<file path="config.mk">
export PLATFORM = sky130hd
export DESIGN_NAME = ppu_vram_bus_arbiter
export DESIGN_NICKNAME = d
export VERILOG_FILES = /design/src/rtl/ppu_vram_bus_arbiter.sv
export SDC_FILE = /design/constraint.sdc
export NUM_CORES = 1
export LEC_CHECK = 0
export ABC_CLOCK_PERIOD_IN_PS = 3400
export CAP_MARGIN = 30
export CORE_ASPECT_RATIO = 1.5
export CORE_UTILIZATION = 52
export DETAILED_ROUTE_END_ITERATION = 10
export MAX_ROUTING_LAYER = met4
export PLACE_DENSITY = 0.84
export SLEW_MARGIN = 10
export SYNTH_ARGS = -nofsm -noshare
export SYNTH_HDL_FRONTEND = slang
export SYNTH_SLANG_ARGS = --single-unit
</file>
<file path="constraint.sdc">
create_clock -name CLK -period 3.4 [get_ports CLK]
set_input_delay 0.34 -clock CLK [delete_from_list [all_inputs] [get_ports CLK]]
set_output_delay 0.34 -clock CLK [all_outputs]
set_load 0.02 [all_outputs]
</file>
<file path="src/rtl/ppu_vram_bus_arbiter.sv">
// ppu_vram_bus_arbiter: shares the PPU multiplexed AD/ALE/RD/WR bus between render fetches and CPU $2007 accesses.
module ppu_vram_bus_arbiter #(
  parameter int unsigned STARVE_LIMIT = 8
) (
  input  logic        CLK,
  input  logic        RST,
  input  logic        tick,
  input  logic        render_req,
  input  logic [13:0] render_addr,
  output logic        render_ack,
  output logic [7:0]  render_data,
  input  logic        cpu_req,
  input  logic        cpu_we,
  input  logic [13:0] cpu_addr,
  input  logic [7:0]  cpu_wdata,
  output logic        cpu_busy,
  output logic        cpu_done,
  output logic [7:0]  cpu_rdata,
  output logic [13:0] ad_out,
  output logic        ad_oe_lo,
  input  logic [7:0]  ad_in,
  output logic        ale,
  output logic        rd_n,
  output logic        wr_n,
  output logic        cpu_collision,
  input  logic        clr_err
);
  typedef enum logic [1:0] {IDLE, ADDR, ACCESS} state_t;
  localparam logic [7:0] LIM = 8'(STARVE_LIMIT);
  state_t      state_q, state_d;
  logic        gnt_cpu_q, gnt_cpu_d, gnt_we_q, gnt_we_d;
  logic [13:0] gnt_addr_q, gnt_addr_d;
  logic        pend_q, pend_d, busy_q, busy_d;
  logic        cpu_we_q, cpu_we_d;
  logic [13:0] cpu_addr_q, cpu_addr_d;
  logic [7:0]  cpu_wdata_q, cpu_wdata_d;
  logic [7:0]  starve_q, starve_d;
  logic        render_ack_q, render_ack_d, cpu_done_q, cpu_done_d;
  logic [7:0]  render_data_q, render_data_d, cpu_rdata_q, cpu_rdata_d;
  logic        coll_q, coll_d;
  logic        decide, win_r, in_acc, wr_acc;
  always_comb begin
    state_d       = state_q;
    gnt_cpu_d     = gnt_cpu_q;
    gnt_we_d      = gnt_we_q;
    gnt_addr_d    = gnt_addr_q;
    pend_d        = pend_q;
    busy_d        = busy_q;
    cpu_we_d      = cpu_we_q;
    cpu_addr_d    = cpu_addr_q;
    cpu_wdata_d   = cpu_wdata_q;
    starve_d      = starve_q;
    render_ack_d  = 1'b0;
    cpu_done_d    = 1'b0;
    render_data_d = render_data_q;
    cpu_rdata_d   = cpu_rdata_q;
    decide        = tick && (state_q == IDLE || state_q == ACCESS);
    win_r         = render_req && (starve_q < LIM);
    if (tick && state_q == ADDR) state_d = ACCESS;
    if (tick && state_q == ACCESS) begin
      if (gnt_cpu_q) begin
        cpu_done_d = 1'b1;
        busy_d     = 1'b0;
        if (!gnt_we_q) cpu_rdata_d = ad_in;
      end else begin
        render_ack_d  = 1'b1;
        render_data_d = ad_in;
      end
    end
    // A completing access re-arbitrates on the same edge so accesses run back to back.
    if (decide) begin
      state_d = IDLE;
      if (win_r) begin
        state_d    = ADDR;
        gnt_cpu_d  = 1'b0;
        gnt_we_d   = 1'b0;
        gnt_addr_d = render_addr;
        if (pend_q && starve_q != 8'hff) starve_d = starve_q + 8'd1;
      end else if (pend_q) begin
        state_d    = ADDR;
        gnt_cpu_d  = 1'b1;
        gnt_we_d   = cpu_we_q;
        gnt_addr_d = cpu_addr_q;
        pend_d     = 1'b0;
        starve_d   = 8'd0;
      end
    end
    if (cpu_req && !busy_q) begin
      pend_d      = 1'b1;
      busy_d      = 1'b1;
      cpu_we_d    = cpu_we;
      cpu_addr_d  = cpu_addr;
      cpu_wdata_d = cpu_wdata;
    end
    coll_d = clr_err ? 1'b0 : (coll_q | (cpu_req & busy_q));
  end
  always_ff @(posedge CLK or posedge RST) begin
    if (RST) begin
      state_q       <= IDLE;
      gnt_cpu_q     <= 1'b0;
      gnt_we_q      <= 1'b0;
      gnt_addr_q    <= '0;
      pend_q        <= 1'b0;
      busy_q        <= 1'b0;
      cpu_we_q      <= 1'b0;
      cpu_addr_q    <= '0;
      cpu_wdata_q   <= '0;
      starve_q      <= '0;
      render_ack_q  <= 1'b0;
      cpu_done_q    <= 1'b0;
      render_data_q <= '0;
      cpu_rdata_q   <= '0;
      coll_q        <= 1'b0;
    end else begin
      state_q       <= state_d;
      gnt_cpu_q     <= gnt_cpu_d;
      gnt_we_q      <= gnt_we_d;
      gnt_addr_q    <= gnt_addr_d;
      pend_q        <= pend_d;
      busy_q        <= busy_d;
      cpu_we_q      <= cpu_we_d;
      cpu_addr_q    <= cpu_addr_d;
      cpu_wdata_q   <= cpu_wdata_d;
      starve_q      <= starve_d;
      render_ack_q  <= render_ack_d;
      cpu_done_q    <= cpu_done_d;
      render_data_q <= render_data_d;
      cpu_rdata_q   <= cpu_rdata_d;
      coll_q        <= coll_d;
    end
  end
  assign in_acc        = state_q == ACCESS;
  assign wr_acc        = in_acc && gnt_we_q;
  assign ale           = state_q == ADDR;
  assign ad_oe_lo      = ale || wr_acc;
  assign rd_n          = !(in_acc && !gnt_we_q);
  assign wr_n          = !wr_acc;
  assign ad_out        = state_q == IDLE ? 14'd0 : wr_acc ? {gnt_addr_q[13:8], cpu_wdata_q} : gnt_addr_q;
  assign render_ack    = render_ack_q;
  assign render_data   = render_data_q;
  assign cpu_busy      = busy_q;
  assign cpu_done      = cpu_done_q;
  assign cpu_rdata     = cpu_rdata_q;
  assign cpu_collision = coll_q;
endmodule

</file>
### Word level (Yosys, flattened, before mapping)

Cells that the tools add are included.
W data, S select, Z words.

* magnitude comparators: 1
* $add $sub $neg: 1
* multiplexer cells: 26
* bitwise gates (word level): 4
* equal/unequal tests: 5
* reductions and logical operators: 26

Operators with widths (count)
* $mux W14: 3
* $mux W8: 4
* $mux W1: 17
* $reduce_bool A2 Y1: 5
* $add A8 B1 Y8 const B: 1
* $logic_and A1 B1 Y1: 8
* $lt A8 B4 Y1 const B: 1
* $ne A8 B8 Y1 const B: 1
* $reduce_and A2 Y1: 4
* $reduce_and A3 Y1: 2
* $logic_not A1 Y1: 4
* $mux W2: 2
* $ne A2 B1 Y1 const B: 2
* $eq A2 B1 Y1 const B: 1
* $eq A2 B2 Y1 const B: 1
* $logic_not A2 Y1: 1
* $logic_or A1 B1 Y1: 2
* $not A1 Y1: 2
* $and A1 B1 Y1: 1
* $or A1 B1 Y1: 1

* logic and storage cells: 78
* output and inout port bits: 38
* bits in registers: 70

### Depth between registers and ports, before layout

Gate-level depths: netlist of the first run.

* depth after elaboration: 5
* depth in mapped cells: 6

### Least setup slack after synthesis of the first run

OpenSTA, ideal clock, no wires.

* path kind: register -> register
* from: register state_q[0]
* to: register cpu_rdata_q[0], in the netlist cpu_rdata[0]
* arrival: 1.425 ns
* stages on the path, launching flop included: 5
* slack: 1.847 ns
* setup time: 0.128 ns
* data required time: 3.272 ns
* cell sequence: dfrtp_1 > buf_6 > or3b_4 > nor2_8 > mux2_1

* cells in the longest elaborated chain, start to end: 3

Ends and longest elaborated chain
* start: declaration: RTL line 30 `state_t state_q, state_d;`
* start signal: assignment: RTL line 115 `state_q <= state_d;`
* $eq A2 B2 Y1: RTL line 60 `if (tick && state_q == ACCESS) begin`
* $logic_and A1 B1 Y1: RTL line 60
* $reduce_and A3 Y1 (no source line)
* end signal: assignment: RTL line 128 `cpu_rdata_q <= cpu_rdata_d;`
* end: declaration: RTL line 39 `logic [7:0] render_data_q, render_data_d, cpu_rdata_q, cpu_rdata_d;`

Every way passes these cells.
A chain may end at the register's enable or synchronous reset.

### Worst setup path after layout of the first run

* from: register state_q[0]
* to: output port ad_out[7]

* cells in the longest elaborated chain, start to end: 4
* elaborated cells on any way between the ends: 5
* those cells by class: eq/ne: 1; mux: 2; reduce/logical: 2

Ends and longest elaborated chain
* $eq A2 B2 Y1: RTL line 132 `assign in_acc = state_q == ACCESS;`
* $logic_and A1 B1 Y1: RTL line 133 `assign wr_acc = in_acc && gnt_we_q;`
* $mux W8: RTL line 138 `assign ad_out = state_q == IDLE ? 14'd0 : wr_acc ? {gnt_addr_q[13:8], cpu_wdata_q} : gnt_addr_q;`
* $mux W14 *: RTL line 138
* end: declaration: RTL line 19 `output logic [13:0] ad_out,`

Every way passes the cells marked *; elsewhere a longest branch is shown, timed or not.

==> metrics.txt, run 1 <==
Power Dens Cells=918 nW/um^2; clock buffer count from CTS=9; DR iter-0 viols=160; root buf cell=clkbuf_8; Worst Path Required=3.06 ns; Resize count post-CTS=0; largest net degree at the start of global routing=33; Syn Std Cell Area=3340 um^2; commonest non-fill, non-tap cells in the layout=clkdlybuf4s50_1 (88), dfrtp_1 (70), mux2_2 (30); Clock Latency Late Sink=0.34 ns; Final TNS setup=0 ns; Synth cell types=44; CP Class=reg2out; Die H=100 um; Placer Congestion=0.843; syn_area_per_cell=12.5 um^2; Max VDD drop=601 uV; Post-synth EDFFs=0; crit path time final=2.77 ns; Tcrit/Tclk final=81.4%; row cnt=35; final setup violation count=0; post-synthesis sequential area ratio=52.4%; core area=6170 um^2; IO Pins=89; first-pass GRT wire length=12.2 mm; first drt pass iteration count=4; RSZ-0062 raised after global routing=false; DR vias=2478; WL final=7.27 mm; Clock Path Buffers=2; commonest non-fill, non-tap cell in the layout=clkdlybuf4s50_1; die area=6760 um^2; via count of the first global-routing pass=2554; syn nets=320; clk sink count=70; Via density=5.74; per-cell routed wire length=16.8 um; Post-CTS Setup Repair Bufs=0; Synth async-reset ratio=100%; hpwl dp=5.20 mm; fmax=0.361 GHz; Die X=67.5 um; crit end category=primary output; max_cap viols=0; CTS tree=done; ys flop type=dfrtp_1; Rel. slew slack=44.4%; final setup margin=0.632 ns; Hold Crit Class=in2async; H-tree levels=3; fraction of layout cells with a size suffix above 1=19.3%; ANT cells=0; Mapped Cells=268; Slew @ Worst Pin=0.834 ns; critical path data arrival time=2.43 ns; Antenna Nets Post-Route=0; leakage=0.00187 uW; Crit Path Max Fanout=20; CTS clk-pin slew, worst paths=0.07 ns; clock skew=0.00647 ns; total grt overflow=0; Port Buffers=88; post-synthesis register bit count=70; Critical Path Start Type=flip-flop; Initial Util=54.1%; hold_buf cts=0; outcome=completed; Slew Viols, Final=0; final hold vios=0; area grow syn2layout=31.9%; pre-CTS setup slack=1.03 ns; Tot GR Track Use=25.2%; Layout Nets=405; Ys Warns=0; antenna violations before repair=0; DRC=0
## layer usage
metal	part of all wire (%)	wire length [um]	up-vias	track usage, %
li1	-	-	1155	-
met1	41	3000	1242	29.8
met2	53	3840	65	40.1
met3	3.2	234	16	5.80
met4	2.7	193	0	11.5
met5	0	0	-	-
## stage by stage
| stage | instances | utilization [%] | area, um^2 | power (uW) | hold slack, ns |
|---|---|---|---|---|---|
| finish | 432 | 71.4 | 4410 | 4050 | 0.409 |
| CTS | 432 | 71.4 | 4410 | 4070 | 0.430 |
| detailed placement | 416 | 67.9 | 4200 | 3350 | 0.475 |
| floorplan | 268 | - | 3340 | 2610 | 0.406 |
| global placement | 416 | 67.9 | 4200 | 3280 | 0.466 |
| global route | 432 | 71.4 | 4410 | 4270 | 0.487 |
## cells in the mapped netlist, types with 4 or more instances
master,count,share of area [%]
a2111oi_0,9,2.4
buf_6,7,2.4
a22o_1,16,4.2
inv_1,20,2.2
a2111oi_1,5,1.5
clkbuf_1,4,0.45
buf_2,4,0.60
nand2_1,9,1.0
dfrtp_1,70,52
mux2_1,10,3.4
a221oi_1,5,1.3
a21oi_1,4,0.60
a221oi_2,9,4.0
mux2_2,30,10
nor2_1,24,2.7
## critical path, stage by stage (launching register included)
cell and delay (ns):
dfrtp_1 0.59, nor2b_1 0.54, a22o_1 0.21, a22o_1 0.14
clkdlybuf4s50_1 0.61
## power breakdown
group          total (uW)  internal (uW)  switching, uW
registers            1470           1200            271
logic                1850            975            874
clock network         724            412            312
## final timing paths
path                                                from                          to  slack (ns)  depth (start not counted)
worst min register to register  cpu_rdata[7]$_DFFE_PP0P_    cpu_rdata[7]$_DFFE_PP0P_        0.49                          1
min in group CLK                cpu_rdata[7]$_DFFE_PP0P_    cpu_rdata[7]$_DFFE_PP0P_        0.49                          1
worst max register to register    state_q[0]$_DFFE_PP0P_  render_data[3]$_DFFE_PP0P_        1.30                          4
max in group asynchronous                            RST      state_q[1]$_DFFE_PP0P_        2.23                          3
worst max-delay path              state_q[0]$_DFFE_PP0P_                   ad_out[7]        0.63                          4
worst min-delay path                                 RST  render_data[0]$_DFFE_PP0P_        0.41                          2
## area by class of cell
type / instances / area (um^2)
flip-flops and latches: 70 / 1750
well taps: 74 / 92.6
multi-input cells: 157 / 1340
inverters: 20 / 75.1
clock buffers: 10 / 128
repair buffers: 95 / 933
clock inverters: 6 / 86.3
fillers: 440 / 1770
## registers in the layout (all words and copies together), names as in the netlist, 2 cells and up
| signal | count |
|---|---|
| cpu_wdata_q | 8 |
| cpu_addr_q | 14 |
| starve_q | 8 |
| cpu_rdata | 8 |
| state_q | 2 |
| gnt_addr_q | 14 |
| render_data | 8 |
## cell families (layout without fill, tap and decap cells)
family	Yosys count	count (layout)	share of synthesized area, %
flops	70	70	52.4
compound gates	60	60	17.0
simple gates	56	56	9.21
buf+inv	41	131	7.52
mux	40	40	13.5
fa+ha+maj	1	1	0.374
(Power assumes the default switching activity.)
==> inputs of run 2 (changes only) <==
--- a/config.mk
+++ b/config.mk
@@ -5,13 +5,13 @@
 export SDC_FILE = /design/constraint.sdc
 export NUM_CORES = 1
 export LEC_CHECK = 0
-export ABC_CLOCK_PERIOD_IN_PS = 3400
+export ABC_CLOCK_PERIOD_IN_PS = 2800
 export CAP_MARGIN = 30
 export CORE_ASPECT_RATIO = 1.5
-export CORE_UTILIZATION = 52
+export CORE_UTILIZATION = 48
 export DETAILED_ROUTE_END_ITERATION = 10
 export MAX_ROUTING_LAYER = met4
-export PLACE_DENSITY = 0.84
+export PLACE_DENSITY = 0.78
 export SLEW_MARGIN = 10
 export SYNTH_ARGS = -nofsm -noshare
 export SYNTH_HDL_FRONTEND = slang
==> constraint.sdc (replaced) <==
create_clock -name CLK -period 2.8 [get_ports CLK]
set_input_delay 0.28 -clock CLK [delete_from_list [all_inputs] [get_ports CLK]]
set_output_delay 0.28 -clock CLK [all_outputs]
set_load 0.02 [all_outputs]
==> run 2 against run 1 <==
Compared with the run above:
- count of clock-buffer cells in the layout stayed put
- clock skew increased by 0.0044 ns
- global-route usage down 1.6 points
- largest cell class unchanged
- wire length is 8.3% higher
- sequential power increased by 22%
- core utilization decreased by 3.4 points
- critical endpoint is now ad_out[1]
- clock power increased by 51%
- critical path type unchanged
- total power grew 28%
- die area rose by 8.1%
- combinational power up 23%
==> metrics.txt, run 2 (synthesis gave the netlist of run 1 again) <==
worst reg2reg path depth=3 (was 4); per-cell routed wire length=18.0 um (was 16.8 um); Port Buffers=88 (unchanged); first drt pass iteration count=4 (unchanged); commonest non-fill, non-tap cell in the layout=clkdlybuf4s50_1 (unchanged); Clock Path Buffers=2 (unchanged); hold_buf cts=0 (unchanged); critical path data arrival time=2.23 ns (was 2.43 ns); Slew @ Worst Pin=0.614 ns (was 0.834 ns); antenna violations before repair=0 (unchanged); fill cell count=508 (was 440); CP Class=reg2out (unchanged); IO Pins=89 (unchanged); leakage=0.00192 uW (was 0.00187 uW); total power=5170 uW (was 4050 uW); Rel. slew slack=58.0% (was 44.4%); clock skew=0.0109 ns (was 0.00647 ns); Critical Path Start Type=flip-flop (unchanged); largest net degree at the start of global routing=46 (was 33); Worst Path Required=2.52 ns (was 3.06 ns); Hold Crit Class=in2async (unchanged); final setup violation count=0 (unchanged); WL final=7.87 mm (was 7.27 mm); clk sink count=70 (unchanged); final hold vios=0 (unchanged); Initial Util=50.5% (was 54.1%); die area=7310 um^2 (was 6760 um^2); hpwl dp=5.68 mm (was 5.20 mm); Clock Latency Late Sink=0.36 ns (was 0.34 ns); commonest non-fill, non-tap cells in the layout=clkdlybuf4s50_1 (88), dfrtp_1 (70), mux2_2 (30) (unchanged); ANT cells=0 (unchanged); max_cap viols=0 (unchanged); RSZ-0062 raised after global routing=false (unchanged); Die X=70.1 um (was 67.5 um); Die H=104 um (was 100 um); Tot GR Track Use=23.6% (was 25.2%); Tcrit/Tclk final=89.6%; row cnt=36 (was 35); first-pass GRT wire length=13.0 mm (was 12.2 mm); H-tree levels=3 (unchanged); area grow syn2layout=34.7% (was 31.9%); Post-CTS Setup Repair Bufs=0 (unchanged); clock buffer count from CTS=9 (unchanged); Regs by FF count=cpu_addr_q (14), gnt_addr_q (14) (unchanged); Crit Path Max Fanout=8 (was 20); Layout Nets=408 (was 405); outcome=completed (unchanged); Slew Viols, Final=0 (unchanged); Max VDD drop=754 uV (was 601 uV); CTS clk-pin slew, worst paths=0.08 ns (was 0.07 ns); DR vias=2486 (was 2478); via count of the first global-routing pass=2584 (was 2554); DR iter-0 viols=114 (was 160); core area=6620 um^2 (was 6170 um^2); crit end category=primary output (unchanged); fmax=0.399 GHz; root buf cell=clkbuf_8 (unchanged); CTS tree=done (unchanged); Placer Congestion=0.775 (was 0.843); Via density=5.69 (was 5.74); crit path time final=2.51 ns; Power Dens Cells=1150 nW/um^2 (was 918 nW/um^2); Resize count post-CTS=0 (unchanged); Final TNS setup=0 ns (unchanged); total grt overflow=0 (unchanged); fraction of layout cells with a size suffix above 1=20.2% (was 19.3%); DRC=0 (unchanged); Antenna Nets Post-Route=0 (unchanged)
-- run 2: cell count changes in the layout (fill, tap and decap cells not counted) --
cell | before | now
buf_4 | 7 | 9
clkinv_4 | 1 | 0
bufinv_16 | 2 | 4
clkbuf_8 | 9 | 10
buf_12 | 0 | 1
clkinv_2 | 2 | 1
clkbuf_1 | 1 | 0
-- run 2: worst max-delay path, stage by stage, from the launching register on --
cell	delay, ns
dfrtp_1	0.42
nor2b_1	0.49
a22o_1	0.24
a22o_1	0.12
clkdlybuf4s50_1	0.59
-- run 2: layout make-up --
cell class | instances | area [um^2] | share of cell area [%]
Sequential cell | 70 | 1750 | 38.9
Multi-Input combinational cell | 157 | 1340 | 29.8
Timing Repair Buffer | 98 | 968 | 21.5
Clock buffer | 10 | 138 | 3.06
Clock inverter | 6 | 133 | 2.95
Tap cell | 76 | 95.1 | 2.11
Inverter | 20 | 75.1 | 1.67
-- run 2: power by group --
| part | leakage (uW) | internal, uW | switching (uW) |
|---|---|---|---|
| logic | 0.000950 | 1200 | 1090 |
| clock network | 0.000132 | 704 | 388 |
| registers | 0.000833 | 1460 | 330 |
-- run 2: final timing paths --
path	from	endpoint	slack [ns]
min in group CLK	clr_err	cpu_collision$_DFF_PP0_	0.45
worst min register to register	cpu_rdata[5]$_DFFE_PP0P_	cpu_rdata[5]$_DFFE_PP0P_	0.50
worst min-delay path	RST	cpu_wdata_q[5]$_DFFE_PP0P_	0.30
worst max-delay path	gnt_we_q$_DFFE_PP0P_	ad_out[1]	0.29
worst max register to register	state_q[1]$_DFFE_PP0P_	cpu_rdata[0]$_DFFE_PP0P_	1.01
max in group asynchronous	RST	cpu_addr_q[5]$_DFFE_PP0P_	1.86
-- run 2: metal layers --
metal / track usage [%] / vias to the layer above / share of wire [%]
li1: - / 1156 / -
met1: 28.2 / 1248 / 41
met2: 39.5 / 69 / 55
met3: 2.81 / 13 / 2.6
met4: 11.1 / 0 / 2.2
met5: - / - / 0
-- run 2: per-stage QoR --
stage,cells,hold slack (ns),worst slack (ns),util (%),area [um^2]
final,437,0.299,0.292,68.0,4500
after global routing,437,0.353,0.153,68.0,4500
after CTS,437,0.306,0.266,68.0,4500
after detailed placement,421,0.479,0.671,63.9,4230
after global placement,421,0.469,0.768,63.9,4230
after floorplan,268,0.346,0.752,-,3340
==> inputs of run 3 (changes only) <==
--- a/config.mk
+++ b/config.mk
@@ -8,10 +8,10 @@
 export ABC_CLOCK_PERIOD_IN_PS = 2800
 export CAP_MARGIN = 30
 export CORE_ASPECT_RATIO = 1.5
-export CORE_UTILIZATION = 48
+export CORE_UTILIZATION = 35
 export DETAILED_ROUTE_END_ITERATION = 10
 export MAX_ROUTING_LAYER = met4
-export PLACE_DENSITY = 0.78
+export PLACE_DENSITY = 0.6
 export SLEW_MARGIN = 10
 export SYNTH_ARGS = -nofsm -noshare
 export SYNTH_HDL_FRONTEND = slang
==> run 3 against run 2 <==
Compared with the run above:
- first-iteration DRC count shrank 16%
- design area grew 1.4%
- core utilization shrank 19 points
- hold slack gained 0.043 ns
- final cell count grew 8.2%
- clock power is essentially flat
- combinational power is essentially flat
- non-clock buffer count is the same
- sequential cell count is the same
- fmax shrank 2.9%
- wire length grew 6.7%
- largest cell class unchanged
- largest power group unchanged
==> metrics.txt, run 3 (synthesis gave the netlist of run 1 again) <==
Critical path buffers and inverters=1 (unchanged); final setup violation count=0 (unchanged); Clock Path Buffers=2 (unchanged); Die H=122 um (was 104 um); outcome=completed (unchanged); Antenna Nets Post-Route=0 (unchanged); critical path data arrival time=2.30 ns (was 2.23 ns); max_cap viols=0 (unchanged); CTS clk-pin slew, worst paths=0.05 ns (was 0.08 ns); Hold Crit Class=in2async (unchanged); Tot GR Track Use=18.3% (was 23.6%); Post-Route Utilization=49.3% (was 68.0%); IO Pins=89 (unchanged); NetSw=1830 uW (was 1800 uW); leakage=0.00193 uW (was 0.00192 uW); Int Power=3330 uW (was 3360 uW); Placer Congestion=0.744 (was 0.775); clock buffer count from CTS=9 (unchanged); per-cell routed wire length=17.8 um (was 18.0 um); row cnt=43 (was 36); DR iter-0 viols=96 (was 114); commonest non-fill, non-tap cell in the layout=clkdlybuf4s50_1 (unchanged); RSZ-0062 raised after global routing=false (unchanged); hold_buf cts=0 (unchanged); largest net degree at the start of global routing=47 (was 46); Tcrit/Tclk final=92.2% (was 89.6%); fmax=0.387 GHz (was 0.399 GHz); sequential power share=34.7% (about the same); Regs by FF count=cpu_addr_q (14), gnt_addr_q (14) (unchanged); crit path time final=2.58 ns (was 2.51 ns); Clock Power Share=20.7% (was 21.1%); Die X=81.8 um (was 70.1 um); Worst Path Required=2.52 ns (about the same); logic gate share of total power=44.6% (was 44.2%); antenna violations before repair=0 (unchanged); Power Dens Cells=1130 nW/um^2 (was 1150 nW/um^2); ANT cells=0 (unchanged); clk sink count=70 (unchanged); largest stage delay on the critical path=0.60 ns (was 0.59 ns); hpwl dp=5.90 mm (was 5.68 mm); Final TNS setup=0 ns (unchanged); WL final=8.40 mm (was 7.87 mm); core area=9250 um^2 (was 6620 um^2); root buf cell=clkbuf_16 (was clkbuf_8); CP Class=reg2out (unchanged); crit-path most repeated cell=a22o_1 (unchanged); fraction of layout cells with a size suffix above 1=19.9% (was 20.2%); via count of the first global-routing pass=2499 (was 2584); commonest non-fill, non-tap cells in the layout=clkdlybuf4s50_1 (88), dfrtp_1 (70), mux2_2 (30) (unchanged); Slowest-stage cell, CP=nor2b_1 (was clkdlybuf4s50_1); crit path launch=gnt_we_q$_DFFE_PP0P_ (unchanged); H-tree levels=3 (unchanged); Initial Util=36.1% (was 50.5%); Max VDD drop=631 uV (was 754 uV); switching share of power=35.5% (was 34.9%); CTS tree=done (unchanged); r2r startpoint=starve_q[7]$_DFFE_PP0P_ (was state_q[1]$_DFFE_PP0P_); Rel. slew slack=47.5% (was 58.0%); first-pass GRT wire length=12.9 mm (was 13.0 mm); first drt pass iteration count=4 (unchanged); crit end category=primary output (unchanged); Crit Path Max Fanout=8 (unchanged); Post-CTS Setup Repair Bufs=0 (unchanged); Clock Latency Late Sink=0.32 ns (was 0.36 ns); die area=9960 um^2 (was 7310 um^2); Resize count post-CTS=0 (unchanged); final hold vios=0 (unchanged); Critical Path Start Type=flip-flop (unchanged); Layout Nets=408 (unchanged); Via density=5.23 (was 5.69); Port Buffers=88 (unchanged); DR vias=2474 (was 2486); delay-heaviest family, CP=simple AND/OR/NAND/NOR gates (was buffers and inverters); clock skew=0.00377 ns (was 0.0109 ns); total grt overflow=0 (unchanged); crit-path cells=nor2b_1, a22o_1, a22o_1, clkdlybuf4s50_1 (unchanged); Slew @ Worst Pin=0.781 ns (was 0.614 ns); area grow syn2layout=36.6% (was 34.7%); Slew Viols, Final=0 (unchanged); DRC=0 (unchanged); fill cell count=849 (was 508)
[run 3: cell types whose count changed in the layout (fill, tap and decap cells not counted), sizes merged]
cell    before  now
bufinv       4    0
clkbuf      10   13
clkinv       1    2
[run 3: final timing paths]
check,endpoint,slack [ns],cells past startpoint
setup / recovery,ad_out[1],0.22,4
hold reg to reg,cpu_rdata[2]$_DFFE_PP0P_,0.49,1
min in group CLK,cpu_rdata[2]$_DFFE_PP0P_,0.49,1
setup reg to reg,gnt_addr_q[10]$_DFFE_PP0P_,0.76,3
hold / removal,render_data[2]$_DFFE_PP0P_,0.34,2
max in group asynchronous,cpu_rdata[1]$_DFFE_PP0P_,1.79,3
[run 3: per-layer routing]
layer / wire length, um / GRT usage, % / vias up
li1: - / - / 1153
met1: 3390 / 21.1 / 1249
met2: 4520 / 30.0 / 58
met3: 232 / 3.07 / 14
met4: 263 / 9.10 / 0
met5: 0 / - / -
[run 3: stage by stage]
stage	instance area [um^2]	hold WS, ns	instances	total power [uW]	setup WS (ns)
2_1_floorplan	3340	0.346	268	3170	0.752
3_3_place_gp	4280	0.470	457	4060	0.644
3_5_place_dp	4280	0.482	457	4110	0.614
4_1_cts	4570	0.349	473	5200	0.240
5_1_grt	4570	0.394	473	5430	0.172
6_report	4570	0.342	473	5160	0.218
[run 3: final cells by class]
type	instances	area, um^2	share of cell area [%]
multi-input cells	157	1340	29.4
well taps	112	140	3.07
clock inverters	3	17.5	0.384
inverters	20	75.1	1.64
flip-flops and latches	70	1750	38.4
repair buffers	98	968	21.2
clock buffers	13	270	5.92
[run 3: power by group through the flow]
stage	Sequential, uW	Clock, uW	Combinational, uW
after floorplan	1840	0	1330
after CTS	1790	1100	2310
after global placement	1780	0	2280
after detailed placement	1810	0	2300
final	1790	1070	2300
after global routing	1840	1140	2450
